## config.mk

```make
export PLATFORM = sky130hd
export DESIGN_NAME = instruction_fetch_unit_flat
export DESIGN_NICKNAME = d
export VERILOG_FILES = /design/src/rtl/instruction_fetch_unit_pkg.sv /design/src/rtl/instruction_fetch_unit_if.sv /design/src/rtl/instruction_fetch_unit_fetch_fifo.sv /design/src/rtl/instruction_fetch_unit.sv /design/src/flat_wrapper.sv
export SDC_FILE = /design/constraint.sdc
export NUM_CORES = 1
export LEC_CHECK = 0
export ABC_CLOCK_PERIOD_IN_PS = 11300
export CAP_MARGIN = 20
export CORE_MARGIN = 1
export CORE_UTILIZATION = 40
export CTS_CLUSTER_SIZE = 20
export DETAILED_ROUTE_END_ITERATION = 8
export GPL_ROUTABILITY_DRIVEN = 0
export PLACE_DENSITY = 0.7
export SLEW_MARGIN = 10
export SYNTH_ARGS = -nofsm -noshare
export SYNTH_HDL_FRONTEND = slang
export SYNTH_HIERARCHICAL = 1
export SYNTH_SLANG_ARGS = --single-unit
```

## constraint.sdc

```tcl
create_clock -name clk -period 11.3 [get_ports clk]
set_clock_uncertainty 0.05 [all_clocks]
set_input_delay 3.39 -clock clk [delete_from_list [all_inputs] [get_ports clk]]
set_output_delay 3.39 -clock clk [all_outputs]
set_load 0.02 [all_outputs]
```

## src/rtl/instruction_fetch_unit_pkg.sv

```systemverilog
// Shared types and constants for the instruction fetch unit and its IF/ID interface.
package instruction_fetch_unit_pkg;

   localparam logic [31:0] NOP_INSTRUCTION = 32'h0000_0013;

   typedef logic [31:0] instruction_type;

   typedef struct packed {
      logic [31:0]     pc;
      instruction_type instruction;
   } if_id_type;

   typedef struct packed {
      logic [31:0]     pc;
      instruction_type instruction;
   } fetch_entry_type;

   function automatic logic [31:0] align_word(input logic [31:0] addr);
      return addr & 32'hFFFF_FFFC;
   endfunction

endpackage

```

## src/rtl/instruction_fetch_unit_if.sv

```systemverilog
// Fetch-side bus: instruction memory handshake, EX redirect, decode stall and IF/ID output.
// master = fetch unit, slave = memory/pipeline environment.
interface instruction_fetch_unit_if;
   import instruction_fetch_unit_pkg::*;

   logic        imem_req_valid;
   logic        imem_req_ready;
   logic [31:0] imem_req_addr;
   logic        imem_rsp_valid;
   logic [31:0] imem_rsp_data;
   logic        branch_taken;
   logic [31:0] branch_target;
   logic        stall;
   logic        if_id_valid;
   if_id_type   if_id;

   modport master (
      output imem_req_valid, imem_req_addr, if_id_valid, if_id,
      input  imem_req_ready, imem_rsp_valid, imem_rsp_data, branch_taken, branch_target, stall
   );

   modport slave (
      input  imem_req_valid, imem_req_addr, if_id_valid, if_id,
      output imem_req_ready, imem_rsp_valid, imem_rsp_data, branch_taken, branch_target, stall
   );

endinterface

```

## src/rtl/instruction_fetch_unit_fetch_fifo.sv

```systemverilog
// Fetch buffer: power-of-two circular FIFO with synchronous flush (flush beats push).
module instruction_fetch_unit_fetch_fifo
   import instruction_fetch_unit_pkg::*;
#(
   parameter int unsigned DEPTH = 2,
   localparam int unsigned CntW = $clog2(DEPTH + 1),
   localparam int unsigned PtrW = $clog2(DEPTH)
) (
   input  logic            clk_i,
   input  logic            reset_ni,
   input  logic            push_i,
   input  logic            pop_i,
   input  logic            flush_i,
   input  fetch_entry_type data_i,
   output logic [CntW-1:0] count_o,
   output fetch_entry_type head_o,
   output logic            full_o,
   output logic            empty_o
);

   localparam logic [CntW-1:0] DepthC = CntW'(DEPTH);

   fetch_entry_type mem_q [DEPTH];
   logic [PtrW-1:0] wr_ptr_q, wr_ptr_d;
   logic [PtrW-1:0] rd_ptr_q, rd_ptr_d;
   logic [CntW-1:0] count_q, count_d;

   always_comb begin
      wr_ptr_d = wr_ptr_q;
      rd_ptr_d = rd_ptr_q;
      count_d  = count_q;
      if (flush_i) begin
         wr_ptr_d = '0;
         rd_ptr_d = '0;
         count_d  = '0;
      end else begin
         if (push_i) wr_ptr_d = wr_ptr_q + PtrW'(1);
         if (pop_i)  rd_ptr_d = rd_ptr_q + PtrW'(1);
         count_d = count_q + CntW'(push_i) - CntW'(pop_i);
      end
   end

   always_ff @(posedge clk_i) begin
      if (!reset_ni) begin
         wr_ptr_q <= '0;
         rd_ptr_q <= '0;
         count_q  <= '0;
      end else begin
         wr_ptr_q <= wr_ptr_d;
         rd_ptr_q <= rd_ptr_d;
         count_q  <= count_d;
      end
   end

   always_ff @(posedge clk_i) begin
      if (push_i && !flush_i) mem_q[wr_ptr_q] <= data_i;
   end

   assign count_o = count_q;
   assign head_o  = mem_q[rd_ptr_q];
   assign full_o  = (count_q == DepthC);
   assign empty_o = (count_q == '0);

endmodule

```

## src/rtl/instruction_fetch_unit.sv

```systemverilog
// IF stage: PC generation, credit-limited in-order imem requests, response buffering and
// redirect squash. Define FETCH_PERF_CNT_EN to add the perf_fetched/perf_squashed counters.
module instruction_fetch_unit
   import instruction_fetch_unit_pkg::*;
#(
   parameter logic [31:0] RESET_PC   = 32'h0000_0000,
   parameter int unsigned FIFO_DEPTH = 2
) (
   input  logic                      clk,
   input  logic                      reset_n,
   instruction_fetch_unit_if.master  bus
`ifdef FETCH_PERF_CNT_EN
   ,
   output logic [31:0]               perf_fetched,
   output logic [31:0]               perf_squashed
`endif
);

   localparam int unsigned CntW = $clog2(FIFO_DEPTH + 1);
   localparam logic [CntW:0] DepthW = FIFO_DEPTH[CntW:0];

   logic [31:0]     fetch_pc_q, fetch_pc_d;
   logic [31:0]     rsp_pc_q, rsp_pc_d;
   logic [CntW-1:0] outstanding_q, outstanding_d;
   logic [CntW-1:0] discard_q, discard_d;

   logic [CntW-1:0] fifo_count;
   fetch_entry_type fifo_head;
   fetch_entry_type push_entry;
   logic            fifo_full, fifo_empty;
   logic [CntW:0]   occupancy;
   logic [31:0]     target_aligned;
   logic            credit, accept, rsp_drop, push, pop;

   assign target_aligned = align_word(bus.branch_target);
   // Squashed fetches keep holding credit until their response drains.
   assign occupancy = {1'b0, fifo_count} + {1'b0, outstanding_q};
   assign credit    = ~fifo_full & (occupancy < DepthW);

   assign bus.imem_req_valid = reset_n & credit & ~bus.branch_taken;
   assign bus.imem_req_addr  = fetch_pc_q;
   assign bus.if_id_valid    = ~fifo_empty;

   always_comb begin
      bus.if_id = if_id_type'{pc: 32'h0, instruction: NOP_INSTRUCTION};
      if (!fifo_empty) bus.if_id = if_id_type'(fifo_head);
   end

   always_comb begin
      accept     = bus.imem_req_valid & bus.imem_req_ready;
      rsp_drop   = bus.imem_rsp_valid & (bus.branch_taken | (discard_q != '0));
      push       = bus.imem_rsp_valid & ~rsp_drop;
      pop        = ~fifo_empty & ~bus.stall & ~bus.branch_taken;
      push_entry = fetch_entry_type'{pc: rsp_pc_q, instruction: bus.imem_rsp_data};

      fetch_pc_d    = fetch_pc_q;
      rsp_pc_d      = rsp_pc_q;
      outstanding_d = outstanding_q;
      discard_d     = discard_q;

      if (bus.branch_taken) begin
         fetch_pc_d    = target_aligned;
         rsp_pc_d      = target_aligned;
         outstanding_d = outstanding_q - CntW'(bus.imem_rsp_valid);
         discard_d     = outstanding_q - CntW'(bus.imem_rsp_valid);
      end else begin
         if (accept)   fetch_pc_d = fetch_pc_q + 32'd4;
         if (push)     rsp_pc_d   = rsp_pc_q + 32'd4;
         if (rsp_drop) discard_d  = discard_q - CntW'(1);
         outstanding_d = outstanding_q + CntW'(accept) - CntW'(bus.imem_rsp_valid);
      end
   end

   always_ff @(posedge clk) begin
      if (!reset_n) begin
         fetch_pc_q    <= RESET_PC;
         rsp_pc_q      <= RESET_PC;
         outstanding_q <= '0;
         discard_q     <= '0;
      end else begin
         fetch_pc_q    <= fetch_pc_d;
         rsp_pc_q      <= rsp_pc_d;
         outstanding_q <= outstanding_d;
         discard_q     <= discard_d;
      end
   end

   instruction_fetch_unit_fetch_fifo #(
      .DEPTH (FIFO_DEPTH)
   ) u_fifo (
      .clk_i    (clk),
      .reset_ni (reset_n),
      .push_i   (push),
      .pop_i    (pop),
      .flush_i  (bus.branch_taken),
      .data_i   (push_entry),
      .count_o  (fifo_count),
      .head_o   (fifo_head),
      .full_o   (fifo_full),
      .empty_o  (fifo_empty)
   );

`ifdef FETCH_PERF_CNT_EN
   logic [31:0] perf_fetched_q, perf_squashed_q;
   logic [31:0] squash_inc;

   always_comb begin
      squash_inc = 32'(rsp_drop);
      if (bus.branch_taken) squash_inc = squash_inc + 32'(fifo_count);
   end

   always_ff @(posedge clk) begin
      if (!reset_n) begin
         perf_fetched_q  <= '0;
         perf_squashed_q <= '0;
      end else begin
         perf_fetched_q  <= perf_fetched_q + 32'(pop);
         perf_squashed_q <= perf_squashed_q + squash_inc;
      end
   end

   assign perf_fetched  = perf_fetched_q;
   assign perf_squashed = perf_squashed_q;
`endif

endmodule

```

## src/flat_wrapper.sv

```systemverilog
// flat-port wrapper written by rule: the top's interface ports become plain ports
module instruction_fetch_unit_flat import instruction_fetch_unit_pkg::*;
#(
   parameter logic [31:0] RESET_PC   = 32'h0000_0000,
   parameter int unsigned FIFO_DEPTH = 2
)
  (clk, reset_n, bus_imem_req_valid, bus_imem_req_addr, bus_if_id_valid, bus_if_id, bus_imem_req_ready, bus_imem_rsp_valid, bus_imem_rsp_data, bus_branch_taken, bus_branch_target, bus_stall);
  instruction_fetch_unit_if bus_i ();
  input  logic clk;
  input  logic reset_n;
  output wire logic [$bits(bus_i.imem_req_valid)-1:0] bus_imem_req_valid;
  output wire logic [$bits(bus_i.imem_req_addr)-1:0] bus_imem_req_addr;
  output wire logic [$bits(bus_i.if_id_valid)-1:0] bus_if_id_valid;
  output wire logic [$bits(bus_i.if_id)-1:0] bus_if_id;
  input wire logic [$bits(bus_i.imem_req_ready)-1:0] bus_imem_req_ready;
  input wire logic [$bits(bus_i.imem_rsp_valid)-1:0] bus_imem_rsp_valid;
  input wire logic [$bits(bus_i.imem_rsp_data)-1:0] bus_imem_rsp_data;
  input wire logic [$bits(bus_i.branch_taken)-1:0] bus_branch_taken;
  input wire logic [$bits(bus_i.branch_target)-1:0] bus_branch_target;
  input wire logic [$bits(bus_i.stall)-1:0] bus_stall;
  assign bus_imem_req_valid = bus_i.imem_req_valid;
  assign bus_imem_req_addr = bus_i.imem_req_addr;
  assign bus_if_id_valid = bus_i.if_id_valid;
  assign bus_if_id = bus_i.if_id;
  assign bus_i.imem_req_ready = bus_imem_req_ready;
  assign bus_i.imem_rsp_valid = bus_imem_rsp_valid;
  assign bus_i.imem_rsp_data = bus_imem_rsp_data;
  assign bus_i.branch_taken = bus_branch_taken;
  assign bus_i.branch_target = bus_branch_target;
  assign bus_i.stall = bus_stall;
  instruction_fetch_unit #(.RESET_PC(RESET_PC), .FIFO_DEPTH(FIFO_DEPTH)) u_core (.clk(clk), .reset_n(reset_n), .bus(bus_i));
endmodule
```

==> metrics.txt <==
DRC viols=0; CP arrival=5.23 ns; outcome=finished, final reports clean; Startpoint Class=input port; post-CTS sizing=0; Inserted Diodes=0; Root Buffer Master=clkbuf_16; buffer count from post-CTS setup fixing=0; Worst-Margin Slew=0.893 ns; Hold WC Path Type=register to register; nets=slightly below 1000; final hold vios=0; ys flop type=edfxtp_1; crit share post-route=76.7%; initial core utilization=around 41%; area of the multi-input gates=0.00368 mm^2; Pre-antenna DRT Iters=6; first-pass GRT wire length=31.3 mm; area leader, netlist=edfxtp_1; CP Capture Type=output port; Yosys top cell area share=between 40% and 50%; Post-Synthesis Cells=760; synthesized area=0.00924 mm^2; Req. time, crit path=7.86 ns; clock-pin slew on the worst setup and hold paths=0.06 ns; GRT overflow=0; Sequential cell area=0.00523 mm^2; Post-Syn Area per Cell=12.2 um^2; P_leak=3.83 nW; Ys Warns=6; Die Width=154 um; worst-case clock buffer depth=2; P&R area growth vs syn=25.1%; fin. max-slew vios=0; CTS tree=built; Pwr Total=1.54 mW; vias in the first global route=5702; number of routed nets with antenna violations=0; synthesis-stage register bit count=197; DP HPWL=~13 mm; # rows=55; async set-reset flop share out of synthesis=0%; hold_ws=0.435 ns; register area share after synthesis=56.5%; number of H-tree levels=4; CORE AREA=0.0226 mm^2; initial antenna violation count=0; # IOs=about 170; initial DRC count=just under 400; final wirelength=20.0 mm; Via density=5.19; Synth cell types=54; Final Util=between 50% and 60%; worst skew pair latency=~0.43 ns; Final min period=approximately 8.7 ns; top cells by area, synth=edfxtp_1 (42%), dfxtp_1 (15%), mux2_4 (9.7%); Die ar.=0.0237 mm^2; crit path kind=input port to output port; Via Count=6265; Fillers=1944; Power Density=133 mW/mm^2; max-cap violations=0; Die H=around 150 um; Slew HR=between 40% and 50%; CTS Buf Count=17; unrepaired setup endpoints after global routing=false; reg-to-reg slack, setup=7.69 ns; drt wl/cell=approximately 17 um; pin count of the biggest net entering global routing=79; maximum VDD drop=around 0.10 mV; FMAX=115 MHz; GRT Overall Usage=between 10% and 20%; layout cells sized above 1=12.4%; CTS hold repair buffers=0; critical path peak fanout=32; port bufs=~160; total negative setup slack=0 ns; final setup fails=0; clk sink count=197; number of synthesized flops with an enable pin=128
## worst max-delay path, stage by stage
cell and delay [ns]:
clkdlybuf4s50_1 0.45, buf_4 0.30, nand2b_1 0.22, nor4_1 0.21, clkdlybuf4s50_1 0.65
## cells by family (layout without fill, tap and decap cells)
group | count (synthesis) | after routing | share of synthesized area (%)
flip-flops | 197 | 197 | 56.5
buffers and inverters | 67 | 223 | 3.98
XOR/XNOR | 44 | 44 | 4.32
adder cells (fa/ha/maj) | 9 | 9 | 1.30
AO/OA/AOI/OAI | 121 | 121 | 8.04
multiplexers | 68 | 68 | 10.7
AND/OR/NAND/NOR | 253 | 253 | 15.1
other | 1 | 6 | 0.0406
## final timing paths
path                             from                          to  depth (start not counted)
max reg2reg  u_core/u_fifo/count_o[0]     u_core/outstanding_q[1]                         12
min reg2reg       u_core/rsp_pc_q[31]  u_core/u_fifo/mem_q[0][63]                          0
min               u_core/rsp_pc_q[31]  u_core/u_fifo/mem_q[0][63]                          0
max                           reset_n          bus_imem_req_valid                          5
## through the flow
step                      cells  cell area (um^2)  setup WS (ns)
after floorplan             765              9260           1.66
after global placement     1174             11000           2.59
after detailed placement   1174             11000           2.61
after CTS                  1206             11600           2.61
after global routing       1206             11600           2.52
final                      1206             11600           2.63
## per-layer routing
metal / GRT usage, % / routed length (um)
met4: 3.38 / 104
met5: 0 / 0
met1: 24.8 / 9720
met2: 25.6 / 8870
met3: 4.31 / 1280
## area by class of cell
cell class              instances  share of cell area, %
clock inverters                10                  0.649
multi-input cells             501                   31.8
well taps                     285                   3.08
inverters                      20                  0.649
flip-flops and latches        197                   45.2
clock buffers                  22                   3.93
repair buffers                171                   14.6
## where the power goes
group | leakage, nW | internal (mW) | switching, mW
registers | 1.73 | 0.793 | 0.0260
logic | 1.84 | 0.0846 | 0.0824
clock network | 0.256 | 0.290 | 0.260
## synthesized netlist by cell type, types with 5 or more instances
cell type,n
a31oi_1,9
and4_1,6
xnor2_1,39
o22ai_1,7
mux2_4,60
buf_12,6
o21a_1,8
ha_1,8
nor2_1,24
mux2_2,7
nor2b_1,62
nand2_1,44
and2_1,7
nand2b_1,5
a21boi_0,9
a21oi_1,36
nand3_1,24
clkbuf_1,34
o211ai_1,7
or2_2,5
edfxtp_1,128
o21ai_0,27
and3_1,9
nor4_1,14
nand4_1,18
a211oi_1,8
dfxtp_1,69
inv_1,19
or3_1,10
nor3_1,19
## layout by cell type (no fill, tap or decap), types with 8 or more instances in the layout
cell               n
nand4_1           18
xnor2_1           39
nor2b_1           62
a31oi_1            9
ha_1               8
mux2_4            60
a211oi_1           8
o21ai_0           27
buf_4              8
clkbuf_16         17
clkdlybuf4s50_1  163
nand2_1           44
edfxtp_1         128
or3_1             10
dfxtp_1           68
a21boi_0           9
nor3_1            19
nor2_1            23
a21oi_1           36
nand3_1           24
and3_1             9
inv_1             18
o21a_1             8
nor4_1            14
## flip-flops by register name (all words and copies together), names as in the netlist, named ones only
name and cells:
u_core/outstanding_q 2, u_core/u_fifo/count_o 2, u_core/u_fifo/rd_ptr_q 1, u_core/bus.imem_req_addr 30
u_core/discard_q 2, u_core/rsp_pc_q 30, u_core/u_fifo/mem_q 128, u_core/u_fifo/wr_ptr_q 1
(Power assumes the default switching activity.)
